--- src/rtl/gaussian_pass_scheduler.sv ---
// gaussian_pass_scheduler: frame-granular round-robin sharing of one Gaussian blur filter + output FIFO
module gaussian_pass_scheduler #(
  parameter int WIDTH = 400,
  parameter int HEIGHT = 300,
  parameter int PRIME = 806,
  parameter int NREQ = 2
) (
  input  logic              clk,
  input  logic              rst_n,
  input  logic [NREQ-1:0]   req,
  input  logic [NREQ-1:0]   src_valid,
  input  logic [8*NREQ-1:0] src_data,
  output logic [NREQ-1:0]   src_rd_en,
  output logic [NREQ-1:0]   gnt,
  output logic              g_en,
  output logic [7:0]        g_din,
  output logic              g_clr,
  input  logic              sink_full,
  output logic              sink_wr_en,
  output logic              frame_done,
  output logic              busy
);
  localparam int TOTAL = WIDTH * HEIGHT;
  localparam int PW = $clog2(TOTAL + PRIME + 1);
  localparam int OW = $clog2(TOTAL + 1);
  localparam int IW = $clog2(NREQ);
  typedef enum logic [2:0] {IDLE, GRANT, STREAM, FLUSH, DONE} state_t;
  state_t state, state_nx;
  logic [PW-1:0] push_cnt;
  logic [OW-1:0] out_cnt;
  logic [IW-1:0] rr_ptr, gidx, sel;
  logic push, fpush;
  // first set request bit at or after the round-robin pointer, wrapping
  function automatic logic [IW-1:0] pick(input logic [NREQ-1:0] r, input logic [IW-1:0] p);
    logic [IW-1:0] s;
    int j;
    s = p;
    for (int k = NREQ - 1; k >= 0; k--) begin
      j = int'(p) + k;
      j = j >= NREQ ? j - NREQ : j;
      if (r[j]) s = IW'(j);
    end
    return s;
  endfunction
  assign sel = pick(req, rr_ptr);
  assign push = state == STREAM && src_valid[gidx] && !sink_full;
  assign fpush = state == FLUSH && !sink_full;
  assign g_en = push || fpush;
  assign src_rd_en = push ? NREQ'(1) << gidx : '0;
  assign g_din = push ? src_data[gidx*8 +: 8] : 8'd0;
  assign sink_wr_en = fpush || (push && push_cnt >= PW'(PRIME));
  assign g_clr = state == GRANT;
  assign frame_done = state == DONE;
  assign busy = state != IDLE;
  // next state: whole frame per grant, flush ends when the last output is written
  always_comb begin
    state_nx = state;
    unique case (state)
      IDLE:    state_nx = |req ? GRANT : IDLE;
      GRANT:   state_nx = STREAM;
      STREAM:  state_nx = push && push_cnt == PW'(TOTAL - 1) ? FLUSH : STREAM;
      FLUSH:   state_nx = fpush && out_cnt == OW'(TOTAL - 1) ? DONE : FLUSH;
      default: state_nx = IDLE;
    endcase
  end
  // state, grant, round-robin pointer and push/output counters
  always_ff @(posedge clk or negedge rst_n) begin
    if (!rst_n) begin
      state <= IDLE;
      gnt <= '0;
      gidx <= '0;
      rr_ptr <= '0;
      push_cnt <= '0;
      out_cnt <= '0;
    end else begin
      state <= state_nx;
      if (state == IDLE && |req) begin
        gidx <= sel;
        gnt <= NREQ'(1) << sel;
      end
      if (state == GRANT) begin
        push_cnt <= '0;
        out_cnt <= '0;
      end
      if (g_en) push_cnt <= push_cnt + PW'(1);
      if (sink_wr_en) out_cnt <= out_cnt + OW'(1);
      if (state == DONE) begin
        gnt <= '0;
        rr_ptr <= gidx == IW'(NREQ - 1) ? '0 : gidx + IW'(1);
      end
    end
  end
endmodule

--- config.mk ---
export PLATFORM = sky130hd
export DESIGN_NAME = gaussian_pass_scheduler
export DESIGN_NICKNAME = d
export VERILOG_FILES = /design/src/rtl/gaussian_pass_scheduler.sv
export SDC_FILE = /design/constraint.sdc
export NUM_CORES = 1
export LEC_CHECK = 0
export ABC_CLOCK_PERIOD_IN_PS = 1900
export BUFFER_PORTS_ARGS = -buffer_cell sky130_fd_sc_hd__buf_4
export CAP_MARGIN = 20
export CORE_MARGIN = 2
export CORE_UTILIZATION = 40
export CTS_CLUSTER_SIZE = 30
export DETAILED_ROUTE_END_ITERATION = 7
export REMOVE_ABC_BUFFERS = 1
export SLEW_MARGIN = 20
export SYNTH_ARGS = -nofsm -noshare
export SYNTH_HDL_FRONTEND = slang
export SYNTH_SLANG_ARGS = --single-unit
export TNS_END_PERCENT = 50
--- constraint.sdc ---
create_clock -name clk -period 1.9 [get_ports clk]
set_input_delay 0.285 -clock clk [delete_from_list [all_inputs] [get_ports clk]]
set_output_delay 0.285 -clock clk [all_outputs]
set_load 0.02 [all_outputs]
# Word level (Yosys, flattened, before mapping)
# Cells that the tools add are included.
[op_classes] n_addsub=6 magnitude_cmp=6 eq_ne=6 n_shift=3 n_mux=24 reduce_logical=16
[ops] op="$lt A32 B3 Y1 const B" count=2
[ops] op="$mux W32" count=2
[ops] op="$mux W17" count=3
[ops] op="$add A17 B1 Y17 const B" count=2
[ops] op="$eq A17 B17 Y1 const B" count=2
[ops] op="$ge A17 B10 Y1 const B" count=1
[ops] op="$shiftx A16 B5 Y8" count=1
[ops] op="$mux W1" count=13
[ops] op="$pmux W3 S4" count=1
[ops] op="$mux W8" count=1
[ops] op="$logic_and A1 B1 Y1" count=7
[ops] op="$eq A3 B2 Y1 const B" count=2
[ops] op="$mux W2" count=3
[ops] op="$reduce_bool A2 Y1" count=3
[ops] op="$shl A1 B1 Y2 const A" count=2
[ops] op="$eq A3 B1 Y1 const B" count=1
[ops] op="$eq A3 B3 Y1 const B" count=1
[ops] op="$logic_not A3 Y1" count=1
[ops] op="$mux W3" count=1
[ops] op="$reduce_bool A3 Y1" count=1
[ops] op="$sub A1 B2 Y3 const B" count=1
[ops] op="$sub A2 B2 Y3 const B" count=1
[ops] op="$add A1 B1 Y2 const B" count=1
[ops] op="$ge A1 B2 Y1 const B" count=1
[ops] op="6 further kinds" count=7
[word_totals] reg_bits=41 output_inout_bits=17

# Depth between registers and ports, before layout
# Gate-level depths: netlist of the first run.
[logic_depth] depth_word=11 mapped_depth=8 ltp_nobuf=7

# Worst setup path before layout of the first run
# No wires, ideal clock.
[synth_timing] kind="register to output" startpoint="register push_cnt[0]" endpoint="output port sink_wr_en" t_arrival_ps=1625 required_ps=1615 path_slack_ps=-10 path_stages_with_launch=8 path_buffers=0 cell_sequence="dfrtp_1 inv_1 ha_1 o21ai_0 a21boi_1 o311a_2 o21ai_4 inv_1"
[synth_between] elab_chain_cells=3
[synth_lines] item="start, declared" line_no="29" rtl="logic [PW-1:0] push_cnt;"
[synth_lines] item="start signal, assigned" line_no="85" rtl="if (g_en) push_cnt <= push_cnt + PW'(1);"
[synth_lines] item="$ge A17 B10 Y1" line_no="51" rtl="assign sink_wr_en = fpush || (push && push_cnt >= PW'(PRIME));"
[synth_lines] item="$logic_and A1 B1 Y1" line_no="51"
[synth_lines] item="$logic_or A1 B1 Y1" line_no="51"
[synth_lines] item="end, declared" line_no="19" rtl="output logic sink_wr_en,"
# Every way passes these cells.

# Worst setup path after layout of the first run
[layout_timing] startpoint="register push_cnt[14]" endpoint="output port sink_wr_en"
# The elaborated chain is that of the path after synthesis.

==> results of run 1 <==
-- flip-flops by register name (all words and copies together), names as in the netlist --
name / count
out_cnt: 17
push_cnt: 17
state: 3
gnt: 2
gidx: 1
rr_ptr: 1
-- logic make-up after synthesis --
kind of cell / after synthesis / synth area share, %
AO/OA/AOI/OAI: 75 / 20.37
XOR/XNOR: 2 / 0.6758
adder cells (fa/ha/maj): 3 / 1.448
buffers and inverters: 34 / 7.046
flip-flops: 41 / 39.58
multiplexers: 21 / 8.301
AND/OR/NAND/NOR: 110 / 22.59
-- power groups by stage --
stage          registers [mW]  logic, mW  clock network, mW
5_1_grt                  1.12      0.541              0.702
3_5_place_dp             1.11      0.441                  0
3_3_place_gp             1.11      0.425                  0
6_report                 1.10      0.466              0.646
2_1_floorplan            1.10      0.262                  0
4_1_cts                  1.09      0.451              0.666
-- layout make-up --
cell class / count / area (sq um)
clock buffers: 7 / 96.34
inverters: 17 / 70.07
flip-flops and latches: 41 / 1028
well taps: 77 / 96.34
repair buffers: 69 / 553.0
clock inverters: 1 / 5.005
multi-input cells: 211 / 1481
fillers: 588 / 2983
-- cells in the mapped netlist, drive strengths merged, types with 4 or more instances --
| master | n |
|---|---|
| o21ai | 31 |
| buf | 11 |
| dfrtp | 41 |
| nand2 | 26 |
| nand2b | 4 |
| clkbuf | 6 |
| a21oi | 8 |
| nand4 | 8 |
| o221ai | 5 |
| nor2 | 23 |
| o2111ai | 5 |
| and3 | 7 |
| nor3 | 10 |
| inv | 16 |
| nand3 | 15 |
| mux2i | 20 |
| o211ai | 8 |
-- worst min path at each step --
stage,from,endpoint,slack (ns),cells after the start
2_1_floorplan,rst_n,gidx$_DFFE_PN0P_,-0.01,0
3_3_place_gp,rst_n,push_cnt[11]$_DFFE_PN0P_,0.31,1
3_5_place_dp,rst_n,push_cnt[11]$_DFFE_PN0P_,0.31,1
4_1_cts,req[0],gidx$_DFFE_PN0P_,0.21,2
5_1_grt,req[0],gidx$_DFFE_PN0P_,0.23,2
6_report,req[0],gidx$_DFFE_PN0P_,0.21,2
-- metrics by stage --
step                      utilization [%]  hold WS, ns  setup slack, ns  instance area [sq um]
after floorplan                         -     -0.01059          -0.3189                   2477
after global placement              47.74       0.3104          0.05599                   3014
after detailed placement            47.74       0.3138          0.02715                   3014
after CTS                           50.10       0.2095          -0.2308                   3163
after global routing                52.75       0.2296          -0.1767                   3331
final                               52.75       0.2140          -0.1107                   3331
-- worst max-delay path, cell delays in order, from the launching register on --
cell and delay [ns]:
dfrtp_1 0.41, nor3_1 0.19, nand3_1 0.17, or2_4 0.29, o21ai_4 0.18, inv_2 0.05
buf_6 0.12
-- layout by cell type, fill, tap and decap left out, types with 3 or more instances in the layout --
| master | count |
|---|---|
| and2_1 | 3 |
| nor2_1 | 15 |
| o211ai_1 | 8 |
| nor2_2 | 3 |
| inv_1 | 14 |
| o21ai_0 | 27 |
| o31ai_1 | 3 |
| nor2_4 | 4 |
| nand4_1 | 8 |
| nand3_1 | 15 |
| and4_1 | 3 |
| and3_1 | 7 |
| o2111ai_1 | 5 |
| buf_4 | 60 |
| nand2b_1 | 4 |
| o221ai_1 | 5 |
| nor3_1 | 10 |
| buf_6 | 6 |
| nand2_1 | 26 |
| a21oi_1 | 7 |
| clkbuf_8 | 7 |
| dfrtp_1 | 39 |
| mux2i_1 | 20 |
-- layer usage --
metal	global-route usage, %	vias to the layer above	part of all wire, %
li1	-	1175	-
met1	26.21	1131	46
met2	28.56	62	47
met3	4.425	5	5.6
met4	4.329	0	0.75
met5	0	-	0
-- what timing repair did --
| action | in CTS | in global routing |
|---|---|---|
| endpoints found under the hold margin | 29 | 0 |
| pin swaps | 7 | 9 |
| gates cloned | 0 | 1 |
| setup endpoints to repair | 12 | 29 |
| resized for setup | 6 | 26 |
| setup buffers | 3 | 7 |
| hold buffers | 1 | 0 |
==> flow_metrics.tcl, run 1 <==
set metrics [dict create \
    outcome "complete, but fails checks" \
    violations "negative setup slack" \
    finClkSkew_ns 0.01185 \
    cts_tree "done" \
    first_pass_iters 4 \
    die_h_um 84.51 \
    ys_seq_area_share_pct 39.58 \
    end_kind "output pin" \
    critical_path_class "register to output pin" \
    cp_max_fo 3 \
    synth_warnings 0 \
    cp-startpoint "push_cnt[14]$_DFFE_PN0P_" \
    die_area_sq_um 7141 \
    drtIter0Drc 104 \
    clock-sinks 41 \
    period_share_pct 105.8 \
    first_global_vias 2251 \
    place_congestion 0.7829 \
    pwr-share-clk_pct 29.3 \
    synth_edf_count 0 \
    drv_slew 0 \
    cts-root-buf "clkbuf_8" \
    arrival_ns 1.73 \
    r2r_start "push_cnt[0]$_DFFE_PN0P_" \
    switching_share_pct 30.89 \
    reg2reg_depth 9 \
    tightest_slew_ns 0.5400 \
    final_cells 423 \
    clk_latency_ns 0.30 \
    rr_endpoint "out_cnt[13]$_DFFE_PN0P_" \
    ir_worst_vdd_mv 0.4613 \
    grt_max_degree 42 \
    rows 29 \
    yosysTopAreaCell "dfrtp_1" \
    grtUsageTotal_pct 18.44 \
    start_kind "register" \
    avgSynthCellArea_sq_um 9.065 \
    power_leakage_nw 1.524 \
    htreeDepth 2 \
    fmax_mhz 497.3 \
    synth_cells 286 \
    critical_path_required_ns 1.62 \
    hold_class "primary input to register" \
    power.total_mw 2.208 \
    initial_core_util_pct 41.06 \
    ant_nets 0 \
    io_pins 40 \
    synth_top_cells_by_area "dfrtp_1, mux2i_1, o21ai_0" \
    viasPerCell 5.610 \
    port_buffers 39 \
    rsz0062_at_grt "yes" \
    coreArea_sq_um 6314 \
    r2r_setup_slack_ns 0.07 \
    seqPwrFrac_pct 49.7 \
    synth_seq_cells 41 \
    grt_overflow 0 \
    grt_pass1_wl_mm 10.83 \
    area_growth_syn_to_layout_pct 28.47 \
    p_comb_share_pct 21.1 \
    chipWidth_um 84.51 \
    cap_violations 0 \
    cp-endpoint "sink_wr_en" \
    synthFlopType "dfrtp_1" \
    drive_gt1_share_pct 29.77 \
    routed_wl_mm 6.494 \
    antenna_found_initial 0 \
    dp.cells 403 \
    syn_area_sq_um 2592 \
    layout.nets 371 \
    clk_pin_slew_ns 0.09 \
    clockBufferDepth 2 \
    dp_hpwl_mm 4.352 \
    p_per_area_nw_per_um2 663.0 \
    synth_top_area_share_pct 39.58 \
    antenna_cells 0 \
    ys_types 58 \
    slew_headroom_pct 64.00 \
    fin_crit_ns 2.011 \
    setup_slack_ns -0.1107 \
    drc 0 \
    cts_made_buffers 5 \
    tns_ns -0.1107 \
    hold_viol 0 \
    wl_per_cell_um 15.35 \
    ys_async_sr_fraction_pct 100.0 \
    p_int_mw 1.526 \
    setup_viol 1 \
    switching_power_mw 0.6821 \
    vias 2373 \
]
Power figures use the tool's default switching activity.
==> inputs of run 2 (changes only) <==
Settings changed: CORE_MARGIN 2 to 4.
==> run 2 against run 1 <==
  * The run still ends with negative setup slack left
  * Final cell count down 0.95%
  * Critical endpoint unchanged
  * Die area grew 9.7%
  * Clock-buffer cell count decreased by 2
  * Routed wire length decreased by 1.6%
  * Global-route usage is 1.9 points lower
  * Design area is 0.94% higher
  * Power increased by 8.8%
  * Clock skew shrank 0.0033 ns
  * Register-to-register slack about the same
  * Highest routed layer unchanged
  * Largest power group unchanged
  * Sequential share of layout area fell by 0.29 points
==> flow_metrics.tcl, run 2 (same netlist as run 1, synthesis figures left out) <==
set metrics [dict create \
    grt_pass1_wl_mm 10.07 \
    hold-worst-slack_ns 0.2192 \
    grt_max_degree 42 \
    power.total_mw 2.403 \
    outcome "complete, but fails checks" \
    hold_class "primary input to register" \
    clock-sinks 41 \
    final_cells 419 \
    antenna_found_initial 0 \
    htreeDepth 2 \
    antenna_cells 0 \
    clockBufferDepth 2 \
    fin_crit_ns 1.976 \
    setup_viol 2 \
    cp_top_family "compound AO/OA/AOI/OAI gates" \
    drv_slew 0 \
    setup_slack_ns -0.07583 \
    period_share_pct 104.0 \
    clk_pin_slew_ns 0.08 \
    mostFrequentLayoutCells "buf_4, dfrtp_1, o21ai_0" \
    start_kind "register" \
    crit_slowest_cell "dfrtp_1" \
    end_kind "output pin" \
    chipWidth_um 88.51 \
    first_global_vias 2101 \
    dp_slack_ns 0.04823 \
    hold_viol 0 \
    cts_tree "done" \
    layout.nets 367 \
    cp.buffers_inverters 2 \
    largestRegisters "out_cnt (17), push_cnt (17), state (3)" \
    dp_hpwl_mm 4.340 \
    power_leakage_nw 1.520 \
    rsz0062_at_grt "yes" \
    grt_overflow 0 \
    die_h_um 88.51 \
    cap_violations 0 \
    rows 29 \
    viasPerCell 5.656 \
    routed_wl_mm 6.392 \
    cpPeakStageDelay_ns 0.39 \
    coreArea_sq_um 6314 \
    cp_max_fo 2 \
    vias 2370 \
    die_area_sq_um 7833 \
    initial_core_util_pct 41.06 \
    ant_nets 0 \
    drtIter0Drc 155 \
    clk_latency_ns 0.30 \
    drc 0 \
    slew_headroom_pct 59.08 \
    critical_path_class "register to output pin" \
    fin_util_pct 53.25 \
    arrival_ns 1.69 \
    cts-root-buf "clkbuf_8" \
    tns_ns -0.07814 \
    final_area_sq_um 3362 \
    finClkSkew_ns 0.008540 \
    tightest_slew_ns 0.6043 \
    area_growth_syn_to_layout_pct 29.68 \
    layout_commonest_cell "buf_4" \
    place_congestion 0.7619 \
    cts_made_buffers 5 \
    port_buffers 39 \
    critical_path_required_ns 1.62 \
    p_per_area_nw_per_um2 714.7 \
    first_pass_iters 4 \
    grtUsageTotal_pct 16.52 \
    io_pins 40 \
    wl_per_cell_um 15.26 \
    placed_cell_area_sq_um 2999 \
    dp.cells 401 \
    violations "negative setup slack" \
    fmax_mhz 506.1 \
    drive_gt1_share_pct 30.99 \
    crit_chain "ha_2, o21ai_2, a21boi_2, o311a_4, o21ai_4, inv_2, buf_6" \
    ir_worst_vdd_mv 0.4210 \
]
==> run 2: where the power goes <==
group / switching (mW) / internal (mW) / total (mW)
Clock: 0.322 / 0.522 / 0.844
Sequential: 0.138 / 0.976 / 1.11
Combinational: 0.234 / 0.211 / 0.445
==> run 2: worst reg2reg max path, delay by kind of cell (launching register included) <==
family / cells / cell delay [ns]
simple gates: 2 / 0.49
compound gates: 2 / 0.48
flops: 1 / 0.45
buf+inv: 2 / 0.28
==> run 2: timing repair <==
action | CTS | global route
pin swaps | 7 | 9
hold endpoints to repair | 32 | 0
resized for setup | 15 | 25
cloned | 0 | 1
setup endpoints to repair | 12 | 30
hold buffers | 1 | 0
buffers inserted | 3 | 5
==> run 2: cell type report <==
class	instances	area, sq um
clock buffers	5	68.82
clock inverters	3	65.06
fillers	566	2952
inverters	17	70.07
multi-input cells	211	1499
flip-flops and latches	41	1028
well taps	77	96.34
repair buffers	65	534.3
==> run 2: layer usage <==
layer | vias up | share of wire (%) | track usage, %
met3 | 7 | 6.6 | 4.004
li1 | 1167 | - | -
met1 | 1138 | 45 | 22.00
met5 | - | 0 | 0
met2 | 58 | 48 | 26.51
met4 | 0 | 1.1 | 5.357
==> run 2: worst paths after layout <==
check | slack (ns) | cells after the start | to | start
worst max-delay path | -0.08 | 7 | sink_wr_en | push_cnt[1]$_DFFE_PN0P_
worst min-delay path | 0.22 | 2 | gidx$_DFFE_PN0P_ | req[0]
worst max register to register | 0.06 | 6 | out_cnt[6]$_DFFE_PN0P_ | state[2]$_DFF_PN0_
worst min register to register | 0.47 | 1 | out_cnt[16]$_DFFE_PN0P_ | out_cnt[16]$_DFFE_PN0P_
max in group asynchronous | 0.98 | 2 | state[1]$_DFF_PN0_ | rst_n
min in group asynchronous | 0.51 | 2 | push_cnt[11]$_DFFE_PN0P_ | rst_n
==> inputs of run 3 (changes only) <==
Settings changed: CORE_UTILIZATION 40 to 25.
==> run 3 against run 2 <==
  * The flow still finishes with violations (negative setup slack)
  * Design area increased by 2.4%
  * Global-route usage fell by 5.2 points
  * Via count up 2.2%
  * Critical path depth is the same
  * Routed wire length increased by 6.1%
  * Combinational power grew 12%
  * Die area increased by 54%
  * Largest cell class unchanged
  * Largest power group unchanged
==> flow_metrics.tcl, run 3 (same netlist as run 1, synthesis figures left out) <==
set metrics [dict create \
    dp.cells 458 \
    wl_per_cell_um 14.13 \
    cp-endpoint "sink_wr_en" \
    clock-sinks 41 \
    mostFrequentLayoutCells "buf_4, dfrtp_1, nand2_1" \
    finClkSkew_ns 0.01042 \
    cp_max_fo 2 \
    grtUsageTotal_pct 11.29 \
    cts_tree "done" \
    slew_headroom_pct 63.51 \
    area_growth_syn_to_layout_pct 32.82 \
    clockBufferDepth 2 \
    drc 0 \
    clk_latency_ns 0.30 \
    dp_slack_ns 0.01329 \
    first_global_vias 2202 \
    routed_wl_mm 6.780 \
    fin_util_pct 34.59 \
    antenna_cells 0 \
    grt_pass1_wl_mm 10.79 \
    largestRegisters "out_cnt (17), push_cnt (17), state (3)" \
    initial_core_util_pct 26.04 \
    critical_path_required_ns 1.62 \
    grt_overflow 0 \
    hold-worst-slack_ns 0.2175 \
    antenna_found_initial 0 \
    cts-root-buf "clkbuf_8" \
    rr_endpoint "out_cnt[14]$_DFFE_PN0P_" \
    reg2reg_depth 8 \
    ant_nets 0 \
    crit_slowest_cell "dfrtp_1" \
    end_kind "output pin" \
    fmax_mhz 495.5 \
    setup_slack_ns -0.1180 \
    cpPeakStageDelay_ns 0.40 \
    drtIter0Drc 113 \
    port_buffers 39 \
    htreeDepth 2 \
    rows 36 \
    cts_made_buffers 5 \
    die_h_um 109.8 \
    cap_violations 0 \
    ir_worst_vdd_mv 0.2931 \
    violations "negative setup slack" \
    r2r_start "push_cnt[1]$_DFFE_PN0P_" \
    layout_commonest_cell "buf_4" \
    fin_crit_ns 2.018 \
    vias 2422 \
    rsz0062_at_grt "yes" \
    cp-startpoint "push_cnt[1]$_DFFE_PN0P_" \
    start_kind "register" \
    p_per_area_nw_per_um2 650.9 \
    outcome "complete, but fails checks" \
    setup_viol 6 \
    io_pins 40 \
    tightest_slew_ns 0.5474 \
    critical_path_class "register to output pin" \
    die_area_sq_um 12060 \
    drive_gt1_share_pct 32.28 \
    hold_viol 0 \
    first_pass_iters 4 \
    crit_chain "ha_2, o21ai_2, a21boi_2, o311a_4, o21ai_4, inv_2, buf_6" \
    grt_max_degree 42 \
    final_cells 480 \
    viasPerCell 5.046 \
    power_leakage_nw 1.531 \
    hold_class "primary input to register" \
    period_share_pct 106.2 \
    clk_pin_slew_ns 0.08 \
    drv_slew 0 \
    layout.nets 372 \
    chipWidth_um 109.8 \
    r2r_setup_slack_ns 0.03 \
    arrival_ns 1.73 \
    place_congestion 0.7984 \
    coreArea_sq_um 9955 \
    dp_hpwl_mm 4.647 \
]
## run 3: cell count changes in the layout (fill, tap and decap cells not counted), sizes merged
cell,before,now
bufinv,2,0
buf,64,69
clkbuf,5,7
## run 3: how the worst min path moves through the flow
stage	startpoint	endpoint	slack [ns]	depth (start not counted)
final	req[0]	gidx$_DFFE_PN0P_	0.22	2
after CTS	req[0]	gidx$_DFFE_PN0P_	0.21	2
after detailed placement	rst_n	out_cnt[6]$_DFFE_PN0P_	0.32	1
after global routing	req[0]	gidx$_DFFE_PN0P_	0.21	2
after global placement	rst_n	out_cnt[6]$_DFFE_PN0P_	0.31	1
after floorplan	rst_n	gidx$_DFFE_PN0P_	-0.01	0
## run 3: critical path: cells and delay by family, from the launching register on
| family | cells | cell delay, ns |
|---|---|---|
| AO/OA/AOI/OAI | 4 | 0.69 |
| flip-flops | 1 | 0.40 |
| adder cells (fa/ha/maj) | 1 | 0.18 |
| buffers and inverters | 2 | 0.17 |
## run 3: final cells by class
| type | count | area, sq um |
|---|---|---|
| Clock inverter | 1 | 5.005 |
| Fill cell | 1026 | 6511 |
| Clock buffer | 7 | 96.34 |
| Inverter | 17 | 70.07 |
| Tap cell | 133 | 166.4 |
| Timing Repair Buffer | 70 | 568.0 |
| Multi-Input combinational cell | 211 | 1509 |
| Sequential cell | 41 | 1028 |
## run 3: per-layer routing
layer	vias to the layer above	wire (um)	track usage, %
met5	-	0	0
met4	0	76	3.384
met3	6	480	2.642
met2	72	3193	18.59
met1	1175	3029	14.66
li1	1169	-	-
## run 3: metrics by stage
step	area, sq um	power, mW	setup TNS, ns
final	3443	2.241	-0.2466
after global routing	3443	2.384	-1.381
after CTS	3292	2.236	-0.3433
after detailed placement	3077	1.555	0
after global placement	3077	1.534	0
after floorplan	2477	1.361	-3.657
## run 3: report_power, final
part | internal [mW] | switching [mW] | leakage (nW)
clock network | 0.329 | 0.314 | 0.0542
logic | 0.236 | 0.263 | 1.00
registers | 0.977 | 0.123 | 0.476
total | 1.54 | 0.699 | 1.53
## run 3: what timing repair did
action / CTS / global route
endpoints found under the hold margin: 32 / 0
gates cloned: 0 / 1
pin swaps: 6 / 12
endpoints found under the setup margin: 12 / 28
setup buffers: 7 / 5
resized for setup: 15 / 27
hold buffers: 1 / 0
